--- src/rtl/adder_stream_accum_if.sv ---
// Stream-in / result-out bundle for adder_stream_accum.
// Ports: in_valid/in_ready/in_data/in_last operand stream; out_valid/out_ready/out_sum/out_carries/out_count/out_sat result.
// master = producer of operands and consumer of results; slave = the accumulator block.
interface adder_stream_accum_if #(
    parameter int N  = 8,
    parameter int CW = 8,
    parameter int TW = 8
);
    logic          in_valid;
    logic          in_ready;
    logic [N-1:0]  in_data;
    logic          in_last;

    logic          out_valid;
    logic          out_ready;
    logic [N-1:0]  out_sum;
    logic [CW-1:0] out_carries;
    logic [TW-1:0] out_count;
    logic          out_sat;

    modport master (
        output in_valid, in_data, in_last, out_ready,
        input  in_ready, out_valid, out_sum, out_carries, out_count, out_sat
    );

    modport slave (
        input  in_valid, in_data, in_last, out_ready,
        output in_ready, out_valid, out_sum, out_carries, out_count, out_sat
    );
endinterface

--- src/rtl/adder_stream_accum.sv ---
// Accumulates a burst of operands through an external N-bit adder and reports sum, carry count and term count.
// Latency: beat accepted and summed in the same cycle; result valid the cycle after the last beat.
// Backpressure: in_ready low while a result is held (DONE); result held until out_ready, then one idle bubble.
// Ports: clk, rst_n (async active-low); io (slave modport: operand stream + result);
//        add_a/add_b drive the adder, add_sum/add_cout return from it.
module adder_stream_accum #(
    parameter int N  = 8,
    parameter int CW = 8,
    parameter int TW = 8
) (
    input  logic                 clk,
    input  logic                 rst_n,
    adder_stream_accum_if.slave  io,
    output logic [N-1:0]         add_a,
    output logic [N-1:0]         add_b,
    input  logic [N-1:0]         add_sum,
    input  logic                 add_cout
);

    typedef enum logic [1:0] {
        IDLE  = 2'd0,
        ACCUM = 2'd1,
        DONE  = 2'd2
    } state_t;

    localparam logic [CW-1:0] CARRY_MAX = '1;
    localparam logic [TW-1:0] TERM_MAX  = '1;

    state_t        state;
    state_t        state_nxt;

    logic [N-1:0]  acc;
    logic [CW-1:0] carry_cnt;
    logic [TW-1:0] term_cnt;
    logic          sat;

    logic          accept;
    logic          carry_sat;
    logic          term_sat;
    logic [CW-1:0] carry_nxt;
    logic [TW-1:0] term_nxt;
    logic          sat_nxt;

    // The adder always sees the live accumulator and the offered operand;
    // its result is only consumed on an accept cycle.
    assign add_a = acc;
    assign add_b = io.in_data;

    assign accept = io.in_valid && io.in_ready;

    // Post-beat counter values. A saturation event is an increment that
    // would have wrapped; the counter sticks at its maximum instead.
    always_comb begin
        carry_sat = add_cout && (carry_cnt == CARRY_MAX);
        term_sat  = (term_cnt == TERM_MAX);
        carry_nxt = carry_sat ? carry_cnt : carry_cnt + CW'(add_cout);
        term_nxt  = term_sat  ? term_cnt  : term_cnt + TW'(1);
        sat_nxt   = sat || carry_sat || term_sat;
    end

    // State register
    always_ff @(posedge clk or negedge rst_n) begin
        if (!rst_n) begin
            state <= IDLE;
        end else begin
            state <= state_nxt;
        end
    end

    // Next-state logic
    always_comb begin
        state_nxt = state;
        case (state)
            IDLE, ACCUM: begin
                if (accept) begin
                    state_nxt = io.in_last ? DONE : ACCUM;
                end
            end
            DONE: begin
                if (io.out_ready) begin
                    state_nxt = IDLE;
                end
            end
            default: state_nxt = IDLE;
        endcase
    end

    // Output logic: both handshake flags come straight from registered state.
    always_comb begin
        io.in_ready  = 1'b0;
        io.out_valid = 1'b0;
        case (state)
            IDLE, ACCUM: io.in_ready  = 1'b1;
            DONE:        io.out_valid = 1'b1;
            default:     io.in_ready  = 1'b0;
        endcase
    end

    // Running accumulator and counters. On the last beat they clear so the
    // next burst starts from zero while the result registers hold the totals.
    always_ff @(posedge clk or negedge rst_n) begin
        if (!rst_n) begin
            acc       <= '0;
            carry_cnt <= '0;
            term_cnt  <= '0;
            sat       <= 1'b0;
        end else if (accept) begin
            if (io.in_last) begin
                acc       <= '0;
                carry_cnt <= '0;
                term_cnt  <= '0;
                sat       <= 1'b0;
            end else begin
                acc       <= add_sum;
                carry_cnt <= carry_nxt;
                term_cnt  <= term_nxt;
                sat       <= sat_nxt;
            end
        end
    end

    // Result registers load only on the last beat and otherwise hold,
    // including after the result handshake.
    always_ff @(posedge clk or negedge rst_n) begin
        if (!rst_n) begin
            io.out_sum     <= '0;
            io.out_carries <= '0;
            io.out_count   <= '0;
            io.out_sat     <= 1'b0;
        end else if (accept && io.in_last) begin
            io.out_sum     <= add_sum;
            io.out_carries <= carry_nxt;
            io.out_count   <= term_nxt;
            io.out_sat     <= sat_nxt;
        end
    end

endmodule

--- src/flat_wrapper.sv ---
// flat-port wrapper written by rule: the top's interface ports become plain ports
module adder_stream_accum_flat 
#(
    parameter int N  = 8,
    parameter int CW = 8,
    parameter int TW = 8
)
  (clk, rst_n, add_a, add_b, add_sum, add_cout, io_in_valid, io_in_data, io_in_last, io_out_ready, io_in_ready, io_out_valid, io_out_sum, io_out_carries, io_out_count, io_out_sat);
  adder_stream_accum_if #(.N(N), .CW(CW), .TW(TW)) io_i ();
  input  logic clk;
  input  logic rst_n;
  output logic [N-1:0] add_a;
  output logic [N-1:0] add_b;
  input  logic [N-1:0] add_sum;
  input  logic add_cout;
  input wire logic [$bits(io_i.in_valid)-1:0] io_in_valid;
  input wire logic [$bits(io_i.in_data)-1:0] io_in_data;
  input wire logic [$bits(io_i.in_last)-1:0] io_in_last;
  input wire logic [$bits(io_i.out_ready)-1:0] io_out_ready;
  output wire logic [$bits(io_i.in_ready)-1:0] io_in_ready;
  output wire logic [$bits(io_i.out_valid)-1:0] io_out_valid;
  output wire logic [$bits(io_i.out_sum)-1:0] io_out_sum;
  output wire logic [$bits(io_i.out_carries)-1:0] io_out_carries;
  output wire logic [$bits(io_i.out_count)-1:0] io_out_count;
  output wire logic [$bits(io_i.out_sat)-1:0] io_out_sat;
  assign io_i.in_valid = io_in_valid;
  assign io_i.in_data = io_in_data;
  assign io_i.in_last = io_in_last;
  assign io_i.out_ready = io_out_ready;
  assign io_in_ready = io_i.in_ready;
  assign io_out_valid = io_i.out_valid;
  assign io_out_sum = io_i.out_sum;
  assign io_out_carries = io_i.out_carries;
  assign io_out_count = io_i.out_count;
  assign io_out_sat = io_i.out_sat;
  adder_stream_accum #(.N(N), .CW(CW), .TW(TW)) u_core (.clk(clk), .rst_n(rst_n), .io(io_i), .add_a(add_a), .add_b(add_b), .add_sum(add_sum), .add_cout(add_cout));
endmodule
--- config.mk ---
export PLATFORM = sky130hd
export DESIGN_NAME = adder_stream_accum_flat
export DESIGN_NICKNAME = d
export VERILOG_FILES = /design/src/rtl/adder_stream_accum_if.sv /design/src/rtl/adder_stream_accum.sv /design/src/flat_wrapper.sv
export SDC_FILE = /design/constraint.sdc
export NUM_CORES = 1
export LEC_CHECK = 0
export ABC_AREA = 1
export ABC_CLOCK_PERIOD_IN_PS = 1500
export CAP_MARGIN = 20
export CORE_AREA = 4 4 71 86
export CTS_CLUSTER_DIAMETER = 50
export DETAILED_ROUTE_END_ITERATION = 8
export DIE_AREA = 0 0 75 90
export HOLD_SLACK_MARGIN = 0.02
export PLACE_DENSITY_LB_ADDON = 0.15
export RECOVER_POWER = 50
export SYNTH_ARGS = -nofsm -noshare
export SYNTH_HDL_FRONTEND = slang
export SYNTH_SLANG_ARGS = --single-unit
--- constraint.sdc ---
create_clock -name clk -period 1.5 [get_ports clk]
set_input_delay 0.225 -clock clk [delete_from_list [all_inputs] [get_ports clk]]
set_output_delay 0.225 -clock clk [all_outputs]
set_load 0.05 [all_outputs]
# Yosys cells after proc, flatten, opt, wreduce, memory -nomap -nowiden
# Index checks and enable logic that the tools add are counted.
[totals] register_bits=52 input_bits=22 out_inout_bits=43 elab_cells=37
[classes] addsub=2 n_eq_ne=6 mux=12 n_reduce_logical=8
[op_table] operator="8-bit 2-to-1 mux" n=5
[op_table] operator="8-bit == test, second input constant" n=2
[op_table] operator="8-bit by 1-bit adder with 8-bit output" n=1
[op_table] operator="8-bit by 1-bit adder with 8-bit output, second input constant" n=1
[op_table] operator="2-bit 2-to-1 mux" n=3
[op_table] operator="2-bit one-hot mux with 2 select lines" n=1
[op_table] operator="1-bit logical AND" n=3
[op_table] operator="1-bit 2-to-1 mux" n=3
[op_table] operator="2-bit by 1-bit == test with 1-bit output, second input constant" n=1
[op_table] operator="2-bit == test, second input constant" n=1
[op_table] operator="2-bit logical NOT" n=1
[op_table] operator="1-bit logical OR" n=2
[op_table] operator="2-bit by 1-bit != test with 1-bit output, second input constant" n=1
[op_table] operator="2-bit != test, second input constant" n=1
[op_table] operator="2-bit AND reduction" n=1
[op_table] operator="2-bit OR reduction" n=1

# Longest topological paths before layout
# Gate-level depths: netlist (run 1).
[depth] ltp_word=6 ltp_mapped=8

# Worst setup path after synthesis (run 1)
# Ideal clock, no wire load.
[synth_timing] path_type="reg-to-output" start="register u_core.state[1]" end="output port io_out_valid" t_arrival_ns=1.141 required_ns=1.275 path_slack_ns=0.134 path_stages_with_launch=3 path_buffers=0 path_cell_list="dfrtp_1 inv_2 nor2_1"
[synth_via] elab_chain_cells=2
[synth_lines] element="start: declaration" line_no="adder_stream_accum.sv:29" source="state_t state;"
[synth_lines] element="start signal: assignment" line_no="adder_stream_accum.sv:66" source="state <= state_nxt;"
[synth_lines] element="2-bit == test" line_no="adder_stream_accum.sv:92" source="case (state)"
[synth_lines] element="1-bit 2-to-1 mux" line_no="adder_stream_accum.sv:92"
[synth_lines] element="end: declaration" line_no="flat_wrapper.sv:21" source="output wire logic [$bits(io_i.out_valid)-1:0] io_out_valid;"
# No other way between the ends.

# Final worst setup path (run 1)
[layout_timing] start="register u_core.term_cnt[1]" end="register u_core.term_cnt[2]"
[layout_via] elab_chain_cells=3 elab_cells_between_ends=4 classes_between="add/sub (1); eq/ne (1); mux (2)"
[layout_lines] element="start: declaration" line_no="adder_stream_accum.sv:34" source="logic [TW-1:0] term_cnt;"
[layout_lines] element="start signal: assignment" line_no="adder_stream_accum.sv:116" source="term_cnt <= term_nxt;"
[layout_lines] element="8-bit by 1-bit adder with 8-bit output / 8-bit == test (equally long branches)" line_no="adder_stream_accum.sv:57, adder_stream_accum.sv:55"
[layout_lines] element="8-bit 2-to-1 mux (*)" line_no="adder_stream_accum.sv:57" source="term_nxt = term_sat ? term_cnt : term_cnt + TW'(1);"
[layout_lines] element="8-bit 2-to-1 mux (*)" line_no="adder_stream_accum.sv:108" source="if (io.in_last) begin"
# Every way passes the cells marked *; elsewhere a longest branch is shown, timed or not.
# A chain may end at the register's enable or synchronous reset.

==> reports/results.ini, run 1 <==
[global_route]
grt_pass1_vias=2008
antenna_found_initial=0
grt_start_max_net_pins=35
grt_pass1_wl_mm=9.36
overflow=0
grt_usage_pct=17.6

[route]
drc=0
avgRoutedWirePerCell_um=12.5
via_per_inst=4.83
final_antenna_net_count=0
vias=2039
routed_wl_mm=5.27
drtIter0Drc=127
drt_first_pass_iters=4

[placement]
dpl.hpwl_mm=3.76
place.gp.congestion=0.804
io_buffers=48

[floorplan]
ios=65
initial_core_util_pct=47.6
rows=29
core-area_mm2=0.00526
die-area_mm2=0.00675
die_w_um=75
die_h_um=90

[synth]
synth.top_cell.area_share_pct=51.9
seq_area_frac_synth_pct=51.9
synthTopCellsByArea=dfrtp_1 (52%), nand2_1 (20%), o21ai_1 (5.0%)
yosysTopAreaCell=dfrtp_1
ys_ff_latch=52
synth_edf_count=0
yosysUniqueCellTypes=26
yosys-top-cells-count=nand2_1 (135), dfrtp_1 (52), o21ai_1 (25)
syn_area_per_cell_um2=8.19
netlist_area_mm2=0.00251
netlist_instances=306
async_reset_ff_share_pct=100
synth_flop_cell=dfrtp_1
yosys_warnings=0
synth_most_common_cell=nand2_1
synth_nets=331

[final_layout]
n_fill_cell=501
multi_input_area_mm2=0.00100
area_delta_synth_final_pct=23.7
diodes=0
drive_gt1_share_pct=20.6
seqCellArea_mm2=0.00130
nNetsFinal=384

[power_and_ir_drop]
peakVddDrop_v=0.000722
p_leak_uw=0.00175
p_per_area_mw_per_mm2=1140

[clocking]
cts_inserted_buffers=5
path_clk_slew_ns=0.09
ctsLongestPathBuffers=2
cts.sinks=52
cts.repair.resized=0
cts_tree=built
root_buffer=clkbuf_8
clkLatencyLatePin_ns=0.30
cts_max_level=2

[setup_path]
crit_path_top_delay_cell=dfrtp_1
worstPathArrival_ns=1.64
endpoint_kind=flop
required_ns=1.74
cpPeakStageDelay_ns=0.40
path_cells=ha_1 > nand2_1 > nor2_4 > nand2_4 > a21oi_2 > nand2_1 > nand2_1
cpMostUsedCell=nand2_1
critPathLaunchType=flop
criticalPathCategory=flop to flop
cp_max_fo=8

[timing]
setup_tns_ns=0
finalHoldViolCount=0
setup_viol=0
timing.fmax_ghz=0.713
holdWs_ns=0.397
finalCritPeriodShare_pct=93.5
rsz0062_at_grt=yes
fin_skew_ns=0.00393
worst_pin_slew_ns=0.585
period_minus_slack_ns=1.40
slew_headroom_pct=60.9
final_max_slew_viol_count=0

[status]
status=complete, no violations

[job]
drv_cap=0

[worst_hold_path]
hp-class=primary input to async pin

-- cells by family after synthesis --
logic type | after synthesis | share of synthesized area [%]
compound gates | 27 | 5.64
xor+xnor | 1 | 0.350
fa+ha+maj | 3 | 1.50
buf+inv | 44 | 8.14
flops | 52 | 51.9
simple gates | 179 | 32.5
-- registers in the layout, summed over array words and instances (netlist names), 2 cells and up --
signal                 flops
u_core.io.out_sum          8
u_core.state               2
u_core.carry_cnt           8
u_core.io.out_count        8
u_core.io.out_carries      8
u_core.add_a               8
u_core.term_cnt            8
-- worst max-delay path, delay by kind of cell (launching register included) --
family	cells	cell delay, ns
adder cells (fa/ha/maj)	1	0.20
flip-flops	1	0.40
AND/OR/NAND/NOR	5	0.57
AO/OA/AOI/OAI	1	0.16
-- repair_timing --
action,in CTS,in global routing
setup buffers,0,2
hold buffers,1,0
endpoints found under the setup margin,0,2
endpoints found under the hold margin,17,0
-- routing by layer --
metal	track usage [%]	part of all wire, %	vias up	wire length, µm
met4	5.49	1.5	0	78
met1	23.3	45	934	2360
met3	5.25	6.8	6	360
met5	0	0	-	0
li1	-	-	1050	-
met2	27.3	47	49	2470
-- layout by cell type (no fill, tap or decap), types with 5 or more instances in the layout --
cell type          n
nand2_1          135
inv_1             23
clkdlybuf4s50_1   12
nand3_1           17
dfrtp_1           52
buf_4             32
clkbuf_2          10
inv_2              5
nand3_2            5
o21ai_1           25
clkbuf_8           6
nor2_1             9
-- worst paths after layout --
| check | from | end | slack (ns) | depth (start not counted) |
|---|---|---|---|---|
| min in group clk | io_in_data[0] | add_b[0] | 0.45 | 0 |
| setup reg to reg | u_core.term_cnt[1] | u_core.term_cnt[2] | 0.1 | 7 |
| max in group asynchronous | rst_n | u_core.io.out_count[0] | 0.29 | 3 |
| setup / recovery | u_core.term_cnt[1] | u_core.term_cnt[2] | 0.1 | 7 |
| hold reg to reg | u_core.sat | u_core.sat | 0.48 | 2 |
| hold / removal | rst_n | u_core.io.out_carries[5] | 0.40 | 2 |
-- final cells by class --
cell class / instances / area share (%)
Clock inverter: 2 / 0.323
Clock buffer: 6 / 2.66
Inverter: 29 / 3.51
Multi-Input combinational cell: 210 / 32.3
Sequential cell: 52 / 42.0
Tap cell: 62 / 2.50
Timing Repair Buffer: 61 / 16.7
-- report_power, final --
| group | total [µW] | leakage, µW | switching [µW] | internal [µW] |
|---|---|---|---|---|
| registers | 1650 | 0.000695 | 104 | 1550 |
| logic | 1060 | 0.00100 | 716 | 341 |
| clock network | 814 | 0.0000510 | 445 | 369 |
| total | 3520 | 0.00175 | 1270 | 2260 |
-- per-stage QoR --
| stage | util [%] | worst slack [ns] | cell area, µm² | total power [µW] | instances |
|---|---|---|---|---|---|
| 2_1_floorplan | - | 0.134 | 2510 | 2390 | 306 |
| 3_3_place_gp | 57.8 | -0.173 | 3040 | 2760 | 411 |
| 3_5_place_dp | 57.8 | -0.189 | 3040 | 2770 | 411 |
| 4_1_cts | 59.7 | 0.119 | 3140 | 3600 | 420 |
| 5_1_grt | 58.9 | -0.0503 | 3100 | 3720 | 422 |
| 6_report | 58.9 | 0.0975 | 3100 | 3520 | 422 |
Power figures use the tool's default switching activity.
==> run 2, diff against run 1 <==
--- a/config.mk
+++ b/config.mk
@@ -15,6 +15,7 @@
 export HOLD_SLACK_MARGIN = 0.02
 export PLACE_DENSITY_LB_ADDON = 0.15
 export RECOVER_POWER = 50
+export SLEW_MARGIN = 20
 export SYNTH_ARGS = -nofsm -noshare
 export SYNTH_HDL_FRONTEND = slang
 export SYNTH_SLANG_ARGS = --single-unit
==> results of run 2 <==
Same layout as run 1: the final DEF is identical, and so are final timing and power.
==> run 3, diff against run 2 <==
--- a/config.mk
+++ b/config.mk
@@ -5,7 +5,6 @@
 export SDC_FILE = /design/constraint.sdc
 export NUM_CORES = 1
 export LEC_CHECK = 0
-export ABC_AREA = 1
 export ABC_CLOCK_PERIOD_IN_PS = 1500
 export CAP_MARGIN = 20
 export CORE_AREA = 4 4 71 86
==> run 3 against run 2 <==
- the flow now finishes with violations (negative setup slack)
- final area grew 9.6%
- synthesized cell count down 12%
- cell count decreased by 5.0%
- critical path type unchanged
- core utilization grew 5.7 points
- non-clock buffer count rose by 28
- critical path depth shrank 1
- global-route usage increased by 0.87 points
- die area unchanged
- sequential power up 9.7%
- synthesized area up 1.1%
- register-to-register slack got worse by 0.17 ns
- combinational power rose by 53%
==> reports/results.ini, run 3 <==
[synth]
syn_area_per_cell_um2=9.38  ; +15%
synthTopCellsByArea=dfrtp_1 (51%), nand2_1 (9.5%), o21ai_0 (4.9%)
synth.top_cell.area_share_pct=51.4  ; -0.56 points
yosys-top-cells-count=nand2_1 (64), dfrtp_1 (52), o21ai_0 (25)
synth_most_common_cell=nand2_1
netlist_area_mm2=0.00253  ; +1.1%
synth_mux_area_share_pct=1.58  ; +1.6 points
ys_ff_latch=52  ; unchanged
synth_top_family_by_area=simple AND/OR/NAND/NOR gates
yosysUniqueCellTypes=48  ; +85%
synth_flop_cell=dfrtp_1
async_reset_ff_share_pct=100  ; unchanged
yosys_warnings=0  ; unchanged
yosys.area_share.simple_pct=20.9  ; -12 points
synth_nets=295  ; -11%
synthAdderAreaFrac_pct=1.48  ; -0.016 points
yosysTopAreaCell=dfrtp_1
synth_compound_area_share_pct=16.8  ; +11 points
netlist_instances=270  ; -12%
synth_edf_count=0  ; unchanged
synth_xor_area_share_pct=1.04  ; +0.69 points
seq_area_frac_synth_pct=51.4  ; -0.56 points

[power_and_ir_drop]
pwr-share-clk_pct=19.4  ; -3.7 points
switching_share_pct=39.8  ; +3.8 points
seq_power_share_pct=42.6  ; -4.2 points
peakVddDrop_v=0.000849  ; +18%
power.switching_uw=1690  ; +34%
comb_power_share_pct=38.1  ; +8.1 points
p_per_area_mw_per_mm2=1250  ; +10%
p_int_uw=2560  ; +14%
p_leak_uw=0.00164  ; -6.0%

[status]
status=finished, violations left
violations=negative setup slack

[route]
final_antenna_net_count=0  ; unchanged
drt_first_pass_iters=4  ; unchanged
drtIter0Drc=73  ; -43%
routed_wl_mm=5.76  ; +9.2%
via_per_inst=5.35  ; +11%
vias=2144  ; +5.1%
avgRoutedWirePerCell_um=14.4  ; +15%
drc=0  ; unchanged

[floorplan]
die_w_um=75  ; unchanged
rows=29  ; unchanged
initial_core_util_pct=48.2  ; +0.52 points
ios=65  ; unchanged
die-area_mm2=0.00675  ; unchanged
core-area_mm2=0.00526  ; unchanged
die_h_um=90  ; unchanged

[setup_path]
required_ns=1.71  ; -0.03 ns
reg2reg_depth=6  ; -1
r2r-end=u_core.io.out_carries[6]
r2r_slack_ns=-0.08  ; -0.17 ns
criticalPathCategory=flop to flop
critPathLaunchType=flop
worstPathArrival_ns=1.79  ; +0.15 ns
reg2reg_from=u_core.carry_cnt[0]
cp_max_fo=3  ; -5
endpoint_kind=flop

[timing]
holdWs_ns=0.401  ; +0.00345 ns
timing.fmax_ghz=0.634  ; -11%
rsz0062_at_grt=yes
slew_headroom_pct=66.4  ; +5.5 points
finalCritPeriodShare_pct=105  ; +12 points
setup_slack_ns=-0.0767  ; -0.174 ns
setup_tns_ns=-0.0927  ; -0.0927 ns
worst_pin_slew_ns=0.503  ; -0.0825 ns
setup_viol=2  ; +2
period_minus_slack_ns=1.58  ; +0.174 ns
fin_skew_ns=0.0116  ; +0.00765 ns
finalHoldViolCount=0  ; unchanged
final_max_slew_viol_count=0  ; unchanged

[final_layout]
mostFrequentLayoutCells=nand2_1 (63), buf_4 (56), dfrtp_1 (51)
area_delta_synth_final_pct=34.1
final_common_cell=nand2_1
diodes=0  ; unchanged
drive_gt1_share_pct=30.4  ; +9.8 points
nNetsFinal=363  ; -5.5%

[placement]
io_buffers=48  ; unchanged
pre_cts_slack_ns=-0.353  ; -0.164 ns
dpl.hpwl_mm=4.36  ; +16%
place.gp.congestion=0.873  ; +8.6%

[global_route]
grt_start_max_net_pins=20  ; -43%
antenna_found_initial=0  ; unchanged
overflow=0  ; unchanged
grt_pass1_vias=2197  ; +9.4%
grt_usage_pct=18.5  ; +0.87 points
grt_pass1_wl_mm=10.1  ; +7.8%

[clocking]
cts_max_level=2  ; unchanged
cts_tree=built
path_clk_slew_ns=0.10  ; about the same
root_buffer=clkbuf_8
clkLatencyLatePin_ns=0.30  ; about the same
cts_inserted_buffers=5  ; unchanged
ctsLongestPathBuffers=2  ; unchanged
cts.sinks=52  ; unchanged

[worst_hold_path]
hp-class=primary input to async pin

[job]
drv_cap=0  ; unchanged

-- run 3: changes by cell type after synthesis, sizes merged, moves of 4 or more --
cell and delta:
a21oi +10, a31oi +12, and3 +5, buf +7, clkbuf +6, inv -26
mux2i +4, nand2 -74, nand3 -15, o31ai +6
-- run 3: layout make-up --
cell class	instances	area [µm²]
Fill cell	465	1860
Sequential cell	52	1300
Tap cell	62	77.6
Multi-Input combinational cell	188	1110
Inverter	2	7.51
Timing Repair Buffer	89	802
Clock buffer	5	68.8
Clock inverter	3	25.0
-- run 3: how the worst max path moves through the flow --
| stage | start | endpoint |
|---|---|---|
| 2_1_floorplan | u_core.carry_cnt[0] | u_core.carry_cnt[6] |
| 3_3_place_gp | add_cout | u_core.carry_cnt[6] |
| 3_5_place_dp | add_cout | u_core.carry_cnt[6] |
| 4_1_cts | u_core.carry_cnt[0] | u_core.carry_cnt[6] |
| 5_1_grt | u_core.carry_cnt[0] | u_core.io.out_carries[6] |
| 6_report | u_core.carry_cnt[0] | u_core.io.out_carries[6] |
-- run 3: metrics by stage --
stage	util, %	instances	power [µW]	instance area (µm²)
2_1_floorplan	-	270	2890	2570
4_1_cts	65.0	399	4350	3420
3_3_place_gp	62.9	390	3480	3310
3_5_place_dp	62.9	390	3510	3310
5_1_grt	64.6	401	4500	3400
6_report	64.6	401	4260	3400
-- run 3: layer usage --
layer  routed length [µm]  track usage [%]  vias to the layer above
li1                     -                -                     1068
met1                 2480             23.9                     1002
met2                 2810             29.9                       63
met3                  381             4.91                       11
met4                   84             5.04                        0
met5                    0                0                        -
-- run 3: logic make-up after synthesis --
family,Yosys count
AO/OA/AOI/OAI,68
XOR/XNOR,3
adder cells (fa/ha/maj),3
buffers and inverters,30
flip-flops,52
multiplexers,4
AND/OR/NAND/NOR,110
-- run 3: worst max-delay path: stages (launching register included) --
cell     delay, ns
dfrtp_1       0.40
ha_2          0.21
ha_4          0.16
and3_4        0.17
and3_4        0.15
o211a_1       0.16
o31ai_1       0.25
-- run 3: power by group through the flow --
stage	sequential [µW]	combinational [µW]	clock (µW)
2_1_floorplan	2350	540	0
3_5_place_dp	1840	1670	0
3_3_place_gp	1840	1640	0
4_1_cts	1820	1680	857
5_1_grt	1840	1750	907
6_report	1810	1620	824
-- run 3: what timing repair did --
item | in CTS | in global routing
hold buffers | 1 | 0
pin swaps | 0 | 4
resized for setup | 2 | 9
setup buffers | 0 | 2
endpoints found under the hold margin | 17 | 0
setup endpoints to repair | 4 | 16
